==> src/rtl/siso_pkg.sv <==
// Shared types and defaults for the serial frame controller.
// Holds the FSM state enum, default frame geometry and a counter-width helper.
package siso_pkg;

    typedef enum logic [1:0] {
        ST_IDLE  = 2'd0,
        ST_SHIFT = 2'd1,
        ST_GAP   = 2'd2
    } state_t;

    localparam int DEFAULT_WIDTH = 8;
    localparam int DEFAULT_GAP   = 2;

    // Width needed to count 0..n-1, never narrower than one bit.
    function automatic int cnt_bits(input int n);
        return (n <= 2) ? 1 : $clog2(n);
    endfunction

endpackage

==> src/rtl/shift_reg_load.sv <==
// Parallel-load shift register with a registered head-bit output.
// The head flop is loaded with the bit that becomes the head, so it leads the register by nothing.
module shift_reg_load #(
    parameter int WIDTH     = 8,
    parameter bit MSB_FIRST = 1'b1
) (
    input  logic             clk,
    input  logic             rst,
    input  logic             load,
    input  logic             shift_en,
    input  logic [WIDTH-1:0] load_data,
    output logic             head
);

    logic [WIDTH-1:0] q;
    logic [WIDTH-1:0] q_shifted;
    logic             load_head;
    logic             next_head;

    generate
        if (MSB_FIRST) begin : g_msb
            assign load_head = load_data[WIDTH-1];
            assign next_head = q[WIDTH-2];
            assign q_shifted = {q[WIDTH-2:0], 1'b0};
        end else begin : g_lsb
            assign load_head = load_data[0];
            assign next_head = q[1];
            assign q_shifted = {1'b0, q[WIDTH-1:1]};
        end
    endgenerate

    // Head is forced low whenever neither loading nor shifting, so it reads 0 outside a frame.
    always_ff @(posedge clk or posedge rst) begin
        if (rst) begin
            q    <= '0;
            head <= 1'b0;
        end else if (load) begin
            q    <= load_data;
            head <= load_head;
        end else if (shift_en) begin
            q    <= q_shifted;
            head <= next_head;
        end else begin
            head <= 1'b0;
        end
    end

endmodule

==> src/rtl/siso_frame_ctrl.sv <==
// Parallel-in serial-out frame controller: accepts a word in IDLE, shifts it out
// over WIDTH cycles, pulses done, then idles for GAP cycles before accepting again.
module siso_frame_ctrl
    import siso_pkg::*;
#(
    parameter int WIDTH     = DEFAULT_WIDTH,
    parameter int GAP       = DEFAULT_GAP,
    parameter bit MSB_FIRST = 1'b1
) (
    input  logic             clk,
    input  logic             rst,
    input  logic [WIDTH-1:0] din,
    input  logic             din_valid,
    output logic             din_ready,
    output logic             so,
    output logic             so_en,
    output logic             done
);

    localparam int BW = cnt_bits(WIDTH);
    localparam int GW = cnt_bits(GAP + 1);
    localparam logic [BW-1:0] BIT_LOAD = BW'(WIDTH - 1);
    localparam logic [GW-1:0] GAP_LOAD = (GAP > 0) ? GW'(GAP - 1) : '0;

    state_t          state;
    state_t          state_nxt;
    logic [BW-1:0]   bit_cnt;
    logic [GW-1:0]   gap_cnt;
    logic            accept;
    logic            shift_en;
    logic            last_bit;
    logic            so_en_nxt;
    logic            done_nxt;

    always_ff @(posedge clk or posedge rst) begin
        if (rst) begin
            state <= ST_IDLE;
        end else begin
            state <= state_nxt;
        end
    end

    always_comb begin
        state_nxt = state;
        case (state)
            ST_IDLE:  if (din_valid) state_nxt = ST_SHIFT;
            ST_SHIFT: if (bit_cnt == '0) state_nxt = (GAP > 0) ? ST_GAP : ST_IDLE;
            ST_GAP:   if (gap_cnt == '0) state_nxt = ST_IDLE;
            default:  state_nxt = ST_IDLE;
        endcase
    end

    // so_en and done are computed one cycle ahead here and registered below.
    always_comb begin
        din_ready = (state == ST_IDLE);
        accept    = din_ready && din_valid;
        last_bit  = (state == ST_SHIFT) && (bit_cnt == '0);
        shift_en  = (state == ST_SHIFT) && (bit_cnt != '0);
        so_en_nxt = (state_nxt == ST_SHIFT);
        done_nxt  = last_bit;
    end

    always_ff @(posedge clk or posedge rst) begin
        if (rst) begin
            so_en <= 1'b0;
            done  <= 1'b0;
        end else begin
            so_en <= so_en_nxt;
            done  <= done_nxt;
        end
    end

    // Both counters only decrement while non-zero, so neither can wrap.
    always_ff @(posedge clk or posedge rst) begin
        if (rst) begin
            bit_cnt <= '0;
            gap_cnt <= '0;
        end else begin
            if (accept) begin
                bit_cnt <= BIT_LOAD;
            end else if (shift_en) begin
                bit_cnt <= bit_cnt - BW'(1);
            end
            if (last_bit) begin
                gap_cnt <= GAP_LOAD;
            end else if ((state == ST_GAP) && (gap_cnt != '0)) begin
                gap_cnt <= gap_cnt - GW'(1);
            end
        end
    end

    shift_reg_load #(
        .WIDTH     (WIDTH),
        .MSB_FIRST (MSB_FIRST)
    ) u_shift (
        .clk       (clk),
        .rst       (rst),
        .load      (accept),
        .shift_en  (shift_en),
        .load_data (din),
        .head      (so)
    );

endmodule

==> config.mk <==
export PLATFORM = sky130hd
export DESIGN_NAME = siso_frame_ctrl
export DESIGN_NICKNAME = d
export VERILOG_FILES = /design/src/rtl/siso_pkg.sv /design/src/rtl/shift_reg_load.sv /design/src/rtl/siso_frame_ctrl.sv
export SDC_FILE = /design/constraint.sdc
export NUM_CORES = 1
export LEC_CHECK = 0
export BUFFER_PORTS_ARGS = -buffer_cell sky130_fd_sc_hd__buf_2
export CORE_UTILIZATION = 35
export DETAILED_ROUTE_END_ITERATION = 7
export GPL_ROUTABILITY_DRIVEN = 0
export PLACE_DENSITY = 0.67
export REMOVE_ABC_BUFFERS = 1
export SLEW_MARGIN = 5
export SYNTH_ARGS = -nofsm -noshare
export SYNTH_HDL_FRONTEND = slang
export SYNTH_SLANG_ARGS = --single-unit
==> constraint.sdc <==
create_clock -name clk -period 3.22 [get_ports clk]
set_clock_uncertainty 0.1 [all_clocks]
set_input_delay 0.483 -clock clk [delete_from_list [all_inputs] [get_ports clk]]
set_output_delay 0.483 -clock clk [all_outputs]
set_load 0.03 [all_outputs]
Word-level counts from Yosys, hierarchy flattened
Index checks and enable logic that the tools add are counted.
W data, S select, Z words.
- $add $sub $neg: 2
- equal/unequal tests: 3
- multiplexer cells: 12
- reduce and logical (&&, ||, !) cells: 11
- operators with widths (kind ; count):
    $mux W7 ; 2
    $mux W2 ; 5
    $mux W3 ; 2
    $pmux W2 S3 ; 1
    $reduce_bool A2 Y1 ; 3
    $eq A2 B1 Y1 const B ; 2
    $logic_and A1 B1 Y1 ; 4
    $logic_not A2 Y1 ; 2
    $logic_not A3 Y1 ; 1
    $reduce_bool A3 Y1 ; 1
    $sub A3 B1 Y3 const B ; 1
    $eq A2 B2 Y1 const B ; 1
    $mux W1 ; 2
    $sub A2 B1 Y2 const B ; 1
- register bits: 17
- bits of input ports: 11
- output and inout port bits: 4
- logic and storage cells: 35

Longest topological paths before layout
Gate-level depths: netlist of the first run.
- depth after elaboration: 4
- gate-level depth with buffers: 6
- mapped depth without buffers: 5

Cells and area by module
Synthesis of the first run repeated with hierarchy kept, for this count alone.
- cells, all modules: 78
- area, all modules: 820.8 µm²
- by module, submodules not included (module ; instances ; cells each ; area each (µm²) ; seq. area each (µm²)):
    siso_frame_ctrl ; 1 ; 43 ; 454.2 ; 225.2
    shift_reg_load ; 1 ; 35 ; 366.6 ; 200.2

Worst setup path after synthesis of the first run
No wires, ideal clock.
- kind: reg2reg
- from: register bit_cnt[0]
- to: register u_shift.q[2]
- library setup time: 0.126 ns
- arrival: 1.282 ns
- required time: 2.994 ns
- setup slack: 1.711 ns
- stages on the path, launching flop included: 7
- buffers on the path: 1
- clock period less this slack: 1.509 ns
- cell sequence: dfrtp_1 > inv_1 > ha_1 > nand2b_1 > clkbuf_1 > a21oi_4 > a221o_1
- longest elaborated chain between the ends: 3
- ends and longest elaborated chain (what ; line ; RTL):
    start: declaration ; siso_frame_ctrl.sv:27 ; logic [BW-1:0] bit_cnt;
    start signal: assignment ; siso_frame_ctrl.sv:82 ; bit_cnt <= bit_cnt - BW'(1);
    $reduce_bool A3 Y1 ; siso_frame_ctrl.sv:58 ; shift_en = (state == ST_SHIFT) && (bit_cnt != '0);
    $logic_and A1 B1 Y1 ; siso_frame_ctrl.sv:58 ;
    $reduce_bool A2 Y1 (no line) ; - ;
    end signal: assignment ; shift_reg_load.sv:38 ; q <= load_data;
    end signal: assignment ; shift_reg_load.sv:41 ; q <= q_shifted;
    end: declaration ; shift_reg_load.sv:15 ; logic [WIDTH-1:0] q;
No other way between the ends.
A chain may end at the register's enable or synchronous reset.

Worst setup path after layout of the first run
- from: register bit_cnt[0]
- to: register u_shift.head
- longest elaborated chain between the ends: 4
- ends and longest elaborated chain (what ; line ; RTL):
    $reduce_bool A3 Y1 ; siso_frame_ctrl.sv:58 ;
    $logic_and A1 B1 Y1 ; siso_frame_ctrl.sv:58 ;
    $mux W1 ; shift_reg_load.sv:40 ; end else if (shift_en) begin
    $mux W1 ; shift_reg_load.sv:37 ; end else if (load) begin
    end signal: assignment ; shift_reg_load.sv:39 ; head <= load_head;
    end signal: assignment ; shift_reg_load.sv:42 ; head <= next_head;
    end: declaration ; shift_reg_load.sv:12 ; output logic head
No other way between the ends.

==> run metrics, run 1 <==
Max Fclk 0.589 GHz; GRT met1 Usage 16.9%; clk root buf clkbuf_4; starting density of the core 38.8%; CTS clk-pin slew, worst paths 0.10 ns; Setup crit end kind flip-flop; CP required 3.31 ns; gr busiest metal met2; Layout area overhead 13.9%; P_leak 0.447 nW; VDD IR-drop max 0.322 mV; grt met3 use 3.40%; Power, Total 0.846 mW; pin count of the biggest net entering global routing 18; antenna viol nets, final 0; routed wire length 1510 um; DR vias/cell 4.97; first-pass GRT wire length 2430 um; initial antenna violation count 0; Synth Warn # 0; ant diodes 0; Global Route Usage Sum 13.9%; Global Route met2 Usage 20.5%; Sink Count 17; Die Span Y 49.6 um; cell area after synthesis 792 um2; CTS Buffer Depth 2; Die ar. 2460 um2; TritonRoute pass-1 iters 4; Slew HR 56.6%; clk_lat worst skew 0.29 ns; starting DRC count in detailed routing 22; setup repair bufs after CTS 0; Synth area leaders dfrtp_1 54%, ha_1 4.7%, a221o_1 3.8%; share of cells above drive strength 1 26.7%; R2R Setup Slk 1.52 ns; Port-buffer cells 14; dominant cell type by area after synthesis dfrtp_1; IO Pins 15; Routed WL per cell 13.3 um; Critical Path Fanout Max 7; Reg area 425 um2; syn avg cell area 11.0 um2; Hold Violations, Final 0; CTS Hold Buffers Added 0; top-area cell type share of the netlist area 53.7%; R2R depth 5; Final Critical Period 1.70 ns; P per Cell Area 938 nW/um2; post-CTS resize count 0; synthesis-stage register bit count 17; # setup viols final 0; setup repair after global routing missed its margin false; nets@finish 101; Hold Crit Class input pin to async pin; register area share after synthesis 53.7%; Post-route DRC 0; core area 2040 um2; area occupied by multi-input gates 317 um2; H-tree levels 1; setup total negative slack 0 ns; HPWL after DPL 1060 um; Critical Path Start Type flip-flop; gr ovfl total 0; Mapped Cells 72; count of cell types in the netlist 27; Worst EP arrival 1.79 ns; Die Wd 49.6 um; final critical-path share of the clock period 52.7%; status finished, final reports clean; critical path class flip-flop to flip-flop; Vias 562; Max-Cap Viols 0; row count 16; total CTS buffers 3; CTS tree yes; Slew Limit Fails 0; layout filler cell count 215; number of global-route vias before repair 537; slew of the pin with the lowest slew margin 0.651 ns
[registers in the layout, indices dropped and copies added, names as in the netlist]
name	cells
state	2
bit_cnt	3
u_shift.head	1
so_en	1
gap_cnt	2
u_shift.q	7
done	1
[worst max-delay path, cell delays in order (launching register included)]
cell and delay, ns:
dfrtp_1 0.37, inv_1 0.12, ha_1 0.18, nor2b_1 0.42, nor2_1 0.14, a22o_2 0.28
[power breakdown]
part / internal (mW) / switching (mW)
sequential: 0.303 / 0.0474
clock: 0.0483 / 0.0679
combinational: 0.154 / 0.225
[final timing paths]
kind / startpoint / to
worst max-delay path: bit_cnt[0]$_DFFE_PP0P_ / u_shift.head$_DFF_PP0_
worst min-delay path: rst / so_en$_DFF_PP0_
max in group asynchronous: rst / state[1]$_DFF_PP0_
min in group clk: din[7] / u_shift.head$_DFF_PP0_
worst max register to register: bit_cnt[0]$_DFFE_PP0P_ / u_shift.head$_DFF_PP0_
worst min register to register: u_shift.q[0]$_DFFE_PP0P_ / u_shift.q[0]$_DFFE_PP0P_
[layout by cell type (no fill, tap or decap), types with 2 or more instances in the layout]
cell type	netlist	layout
buf_2	1	14
o21ai_0	4	4
inv_1	8	8
nand2b_1	2	2
a22o_2	2	2
a21oi_1	2	2
dfrtp_1	17	17
clkbuf_4	0	3
and3_1	3	3
nor2_1	5	5
a31oi_1	3	3
nand3_1	2	2
ha_1	3	3
nor3b_2	2	2
nor3_1	2	2
a221o_1	3	3
[synthesized netlist by cell type]
cell,number
a21o_1,1
a21oi_1,2
a21oi_4,1
a221o_1,3
a22o_2,2
a22oi_1,1
a31oi_1,3
and3_1,3
buf_2,1
buf_4,1
clkbuf_1,2
dfrtp_1,17
ha_1,3
inv_1,8
nand2b_1,2
nand3_1,2
nor2_1,5
nor2b_1,1
nor2b_2,1
nor3_1,2
nor3b_2,2
o21ai_0,4
o21ai_1,1
o32ai_1,1
or2b_1,1
or3b_1,1
xnor2_1,1
[metal layers]
layer	vias to the layer above	wire, um
met2	11	729
met5	-	0
met4	0	14
met1	268	709
met3	2	52
li1	281	-
[through the flow]
| stage | instances | area (um2) | hold slack, ns | worst slack [ns] | utilization [%] |
|---|---|---|---|---|---|
| after floorplan | 68 | 772 | 0.309 | 1.76 | - |
| after global routing | 113 | 902 | 0.220 | 1.38 | 44.2 |
| after global placement | 109 | 876 | 0.385 | 1.53 | 42.9 |
| final | 113 | 902 | 0.157 | 1.52 | 44.2 |
| after detailed placement | 109 | 876 | 0.384 | 1.47 | 42.9 |
| after CTS | 113 | 902 | 0.175 | 1.53 | 44.2 |
[cells by family (layout without fill, tap and decap cells)]
family / after synthesis / count (layout) / synth area share (%)
fa+ha+maj: 3 / 3 / 4.74
flops: 17 / 17 / 53.7
buf+inv: 12 / 26 / 6.32
compound gates: 19 / 19 / 18.2
simple gates: 20 / 20 / 16.0
xor+xnor: 1 / 1 / 1.11
[final cells by class]
cell class	instances	area share [%]
inverters	8	3.33
flip-flops and latches	17	47.2
well taps	27	3.74
multi-input cells	43	35.1
repair buffers	14	7.77
clock buffers	4	2.91
No activity file was read; power rests on OpenSTA's default activity.
==> run 2: changes to the inputs <==
==> constraint.sdc (replaced) <==
create_clock -name clk -period 1.6 [get_ports clk]
set_clock_uncertainty 0.1 [all_clocks]
set_input_delay 0.24 -clock clk [delete_from_list [all_inputs] [get_ports clk]]
set_output_delay 0.24 -clock clk [all_outputs]
set_load 0.03 [all_outputs]
==> run metrics, run 2 (synthesis gave the netlist of run 1 again) <==
Largest register FFs 7 (unchanged); CP bufs+invs 1 (unchanged); R2R depth 5 (unchanged); P per Cell Area 1850 nW/um2 (+98%); hold path depth 2; Worst EP arrival 1.61 ns (-0.18 ns); total CTS buffers 3 (unchanged); Die ar. 2460 um2 (unchanged); Reg area 425 um2 (unchanged); pin count of the biggest net entering global routing 18 (unchanged); Setup crit end kind flip-flop; nets@finish 104 (+3.0%); Power, Total 1.75 mW (+110%); VDD IR-drop max 0.696 mV (+120%); Vias 580 (+3.2%); switching part of the total power 39.6% (-0.69 points); H-tree levels 1 (unchanged); Slew Limit Fails 0 (unchanged); IO Pins 15 (unchanged); Switch Pwr 0.692 mW (+100%); CP required 1.68 ns (-1.63 ns); Slew HR 59.3% (+2.8 points); clock power share 13.1% (-0.6 points); Comb pwr share 46.3% (+1.4 points); layout filler cell count 209 (-2.8%); Post-Layout Inst Area 942 um2 (+4.4%); Post-route DRC 0 (unchanged); routed wire length 1480 um (-1.5%); Pint 1.06 mW (+110%); CTS tree yes; status finished, final reports clean; Hold Violations, Final 0 (unchanged); TritonRoute pass-1 iters 4 (unchanged); DR vias/cell 5.00 (+0.53%); ant diodes 0 (unchanged); antenna viol nets, final 0 (unchanged); Final Critical Period 1.54 ns (-0.163 ns); initial antenna violation count 0 (unchanged); Routed WL per cell 12.8 um (-4.1%); slew of the pin with the lowest slew margin 0.609 ns (-0.0417 ns); first-pass GRT wire length 2680 um (+11%); Biggest register u_shift.q; area occupied by multi-input gates 332 um2 (+4.7%); setup total negative slack 0 ns (unchanged); share of cells above drive strength 1 30.3% (+3.6 points); clk root buf clkbuf_4; critical path class flip-flop to flip-flop; Top delay family on crit path flip-flops; most frequent cells in the layout 17 x dfrtp_1, 14 x buf_2, 8 x inv_1; CTS clk-pin slew, worst paths 0.10 ns (about the same); final critical-path share of the clock period 96.0% (+43 points); Sink Count 17 (unchanged); Largest regs u_shift.q (7), bit_cnt (3); Critical Path Fanout Max 8 (+1); Max-Cap Viols 0 (unchanged); Max Fclk 0.651 GHz (+11%); gr ovfl total 0 (unchanged); Port-buffer cells 14 (unchanged); Hold Crit Class input pin to flip-flop; Layout area overhead 19.0%; Reg power frac 40.7% (-0.7 points); Critical Path Start Type flip-flop; starting DRC count in detailed routing 11 (-50%); Crit-path slowest cell dfrtp_1; # setup viols final 0 (unchanged); CTS Buffer Depth 2 (unchanged); commonest non-fill, non-tap cell in the layout dfrtp_1; P_leak 0.471 nW (+5.3%); HPWL after DPL 1060 um (about the same); Global Route Usage Sum 14.5% (+0.60 points); crit-path max cell delay 0.38 ns (-0.04 ns); Die Span Y 49.6 um (unchanged); row count 16 (unchanged); Die Wd 49.6 um (unchanged); starting density of the core 38.8% (unchanged); Cell Chain, Critical Path inv_1, ha_1, nand2b_2, and3_1, a221o_1; clk_lat worst skew 0.28 ns (about the same); post-place instance area 891 um2 (+1.7%); CP Depth 5 (unchanged); number of global-route vias before repair 592 (+10%); core area 2040 um2 (unchanged)
## run 2: cell count changes in the layout (fill, tap and decap cells not counted)
cell,delta
nand2b_1,-1
nor2b_4,+2
dlygate4sd3_1,+1
nor2b_1,-1
buf_4,+2
nor2b_2,-1
nand2b_2,+1
## run 2: per-layer routing
| layer | global-route usage, % | part of all wire (%) |
|---|---|---|
| met1 | 19.3 | 44 |
| met2 | 21.8 | 51 |
| met3 | 3.40 | 2.9 |
| met4 | 7.14 | 2.0 |
| met5 | 0 | 0 |
## run 2: power by group through the flow
stage / registers [mW] / logic [mW] / clock network [mW]
global placement: 0.708 / 0.761 / 0
global route: 0.738 / 0.911 / 0.256
finish: 0.711 / 0.808 / 0.229
detailed placement: 0.709 / 0.790 / 0
floorplan: 0.744 / 0.542 / 0
CTS: 0.702 / 0.793 / 0.234
## run 2: timing repair
item                                    CTS  global route
gates resized for setup                   0             4
endpoints found under the setup margin    0            13
hold buffers                              1             0
hold endpoints to repair                 17             0
setup buffers                             0             0
## run 2: layout make-up
type	instances	area share, %
multi-input cells	43	35.2
repair buffers	17	10.1
inverters	8	3.19
flip-flops and latches	17	45.2
clock buffers	4	2.79
well taps	27	3.59
## run 2: metrics by stage
stage                     util (%)  setup slack (ns)  hold WS [ns]  cells
after CTS                     45.4            0.0306        0.0656    116
after floorplan                  -             0.137        0.0661     68
after detailed placement      43.6            0.0304         0.253    111
after global placement        43.6            0.0543         0.253    111
final                         46.1            0.0647        0.0660    116
after global routing          46.1           -0.0231        0.0655    116
## run 2: worst register-to-register path, delay by kind of cell, from the launching register on
| kind | cells | cell delay [ns] |
|---|---|---|
| AND/OR/NAND/NOR | 2 | 0.38 |
| AO/OA/AOI/OAI | 1 | 0.25 |
| adder cells (fa/ha/maj) | 1 | 0.21 |
| flip-flops | 1 | 0.38 |
| buffers and inverters | 1 | 0.11 |
## run 2: path summary, 6_finish.rpt
kind,from,endpoint,slack [ns]
worst max register to register,bit_cnt[0]$_DFFE_PP0P_,u_shift.q[1]$_DFFE_PP0P_,0.06
min in group asynchronous,rst,bit_cnt[1]$_DFFE_PP0P_,0.46
worst min-delay path,din[7],u_shift.head$_DFF_PP0_,0.07
worst max-delay path,bit_cnt[0]$_DFFE_PP0P_,u_shift.q[1]$_DFFE_PP0P_,0.06
max in group asynchronous,rst,state[1]$_DFF_PP0_,0.55
worst min register to register,u_shift.q[0]$_DFFE_PP0P_,u_shift.q[0]$_DFFE_PP0P_,0.41
==> run 3: changes to the inputs <==
--- a/config.mk
+++ b/config.mk
@@ -6,10 +6,11 @@
 export NUM_CORES = 1
 export LEC_CHECK = 0
 export BUFFER_PORTS_ARGS = -buffer_cell sky130_fd_sc_hd__buf_2
-export CORE_UTILIZATION = 35
+export CORE_UTILIZATION = 42
+export CTS_CLUSTER_DIAMETER = 200
 export DETAILED_ROUTE_END_ITERATION = 7
 export GPL_ROUTABILITY_DRIVEN = 0
-export PLACE_DENSITY = 0.67
+export PLACE_DENSITY = 0.75
 export REMOVE_ABC_BUFFERS = 1
 export SLEW_MARGIN = 5
 export SYNTH_ARGS = -nofsm -noshare
==> run metrics, run 3 (synthesis gave the netlist of run 1 again) <==
status finished, final reports clean; area occupied by multi-input gates 334 um2 (+0.75%); setup repair after global routing missed its margin false; Setup crit end kind flip-flop; Vias 577 (-0.52%); Hold Violations, Final 0 (unchanged); Critical Path Fanout Max 8 (unchanged); Worst EP arrival 1.59 ns (-0.02 ns); post-place instance area 896 um2 (+0.56%); # setup viols final 0 (unchanged); commonest non-fill, non-tap cell in the layout dfrtp_1; Die Wd 45.4 um (-8.4%); row count 15 (-1); clk root buf clkbuf_4; Die Span Y 45.4 um (-8.4%); R2R Setup Slk 0.09 ns (+0.03 ns); final critical-path share of the clock period 94.2% (-1.7 points); Post-Layout Inst Area 951 um2 (+0.93%); ant diodes 0 (unchanged); VDD IR-drop max 0.719 mV (+3.4%); gr ovfl total 0 (unchanged); Reg area 425 um2 (unchanged); R2R depth 5 (unchanged); Worst setup startpoint bit_cnt[0]$_DFFE_PP0P_; most frequent cells in the layout 17 x dfrtp_1, 14 x buf_2, 8 x inv_1; Critical R2R Launch bit_cnt[0]$_DFFE_PP0P_; Layout area overhead 20.1%; critical hold path startpoint din[7]; Max-Cap Viols 0 (unchanged); Setup Slack @ Placement 0.0398 ns (+0.00940 ns); setup repair bufs after CTS 0 (unchanged); Sink Count 17 (unchanged); Die ar. 2060 um2 (-16%); gr busiest metal met1; routed wire length 1510 um (+2.0%); TritonRoute pass-1 iters 4 (unchanged); pin count of the biggest net entering global routing 18 (unchanged); layout filler cell count 155 (-26%); antenna viol nets, final 0 (unchanged); slew of the pin with the lowest slew margin 0.632 ns (+0.0232 ns); Biggest register u_shift.q; Post-route DRC 0 (unchanged); CTS tree yes; number of global-route vias before repair 538 (-9.1%); Hold Crit Class input pin to flip-flop; initial antenna violation count 0 (unchanged); total CTS buffers 3 (unchanged); P per Cell Area 1870 nW/um2 (+0.77%); CP required 1.68 ns (about the same); Slew HR 57.8% (-1.5 points); share of cells above drive strength 1 33.3% (+3.0 points); starting DRC count in detailed routing 15 (+4); H-tree levels 1 (unchanged); IO Pins 15 (unchanged); Critical Path Start Type flip-flop; DR vias/cell 5.02 (+0.35%); clk_lat worst skew 0.29 ns (about the same); critical path class flip-flop to flip-flop; starting density of the core 45.4% (+6.6 points); Final WS setup 0.0924 ns (+0.0277 ns); Largest register FFs 7 (unchanged); P_leak 0.480 nW (+1.9%); Final Critical Period 1.51 ns (-0.0277 ns); hold path depth 2 (unchanged); Global Route Usage Sum 16.5% (+2.0 points); Hold EP u_shift.head$_DFF_PP0_; Port-buffer cells 14 (unchanged); grt met3 use 3.57% (+0.18 points); Slew Limit Fails 0 (unchanged); Largest regs u_shift.q (7), bit_cnt (3); Routed WL per cell 13.1 um (+2.8%); CTS Buffer Depth 2 (unchanged); GRT met1 Usage 23.4% (+4.1 points); nets@finish 105 (+0.96%); first-pass GRT wire length 2350 um (-12%); setup total negative slack 0 ns (unchanged); Power, Total 1.78 mW (+1.7%); Global Route met2 Usage 23.1% (+1.3 points); HPWL after DPL 1070 um (+1.2%); final core utilization 54.5% (+8.3 points); Max Fclk 0.663 GHz (+1.8%); Worst R2R End u_shift.q[2]$_DFFE_PP0P_; CTS clk-pin slew, worst paths 0.10 ns (about the same); core area 1750 um2 (-15%)
==> run 3: critical path, stage by stage (launching register included) <==
cell and delay (ns):
dfrtp_1 0.37, inv_1 0.11, ha_1 0.20, nand2b_2 0.14, and3_1 0.20, a221o_1 0.27
==> run 3: worst max-delay path by stage <==
stage	slack, ns	to	depth (start not counted)
after global placement	0.11	u_shift.q[5]$_DFFE_PP0P_	6
after global routing	0.01	u_shift.q[4]$_DFFE_PP0P_	6
final	0.09	u_shift.q[2]$_DFFE_PP0P_	5
after CTS	0.02	u_shift.q[2]$_DFFE_PP0P_	5
after detailed placement	0.04	u_shift.q[2]$_DFFE_PP0P_	5
after floorplan	0.14	u_shift.head$_DFF_PP0_	5
==> run 3: layout make-up <==
class                           instances  share of cell area (%)
Sequential cell                        17                    44.7
Multi-Input combinational cell         43                    35.1
Timing Repair Buffer                   18                    10.8
Tap cell                               25                    3.29
Inverter                                8                    3.16
Clock buffer                            3                    2.37
Clock inverter                          1                   0.526
==> run 3: metrics by stage <==
stage                     hold WS [ns]  cells
after floorplan                 0.0661     68
after global placement           0.246    110
after detailed placement         0.256    110
after CTS                       0.0651    115
after global routing            0.0581    115
final                           0.0671    115
==> run 3: repair_timing <==
| item | CTS | global route |
|---|---|---|
| hold endpoints to repair | 17 | 0 |
| resized for setup | 0 | 4 |
| endpoints found under the setup margin | 0 | 10 |
| hold buffers | 1 | 0 |
==> run 3: where the power goes <==
part / switching (mW) / internal [mW] / leakage (nW)
logic: 0.469 / 0.360 / 0.256
clock network: 0.140 / 0.0931 / 0.0177
registers: 0.105 / 0.609 / 0.206
==> run 3: layer usage <==
metal	share of wire, %	vias to the layer above
met4	2.6	0
met5	0	-
li1	-	290
met1	51	272
met2	44	11
met3	2.0	4
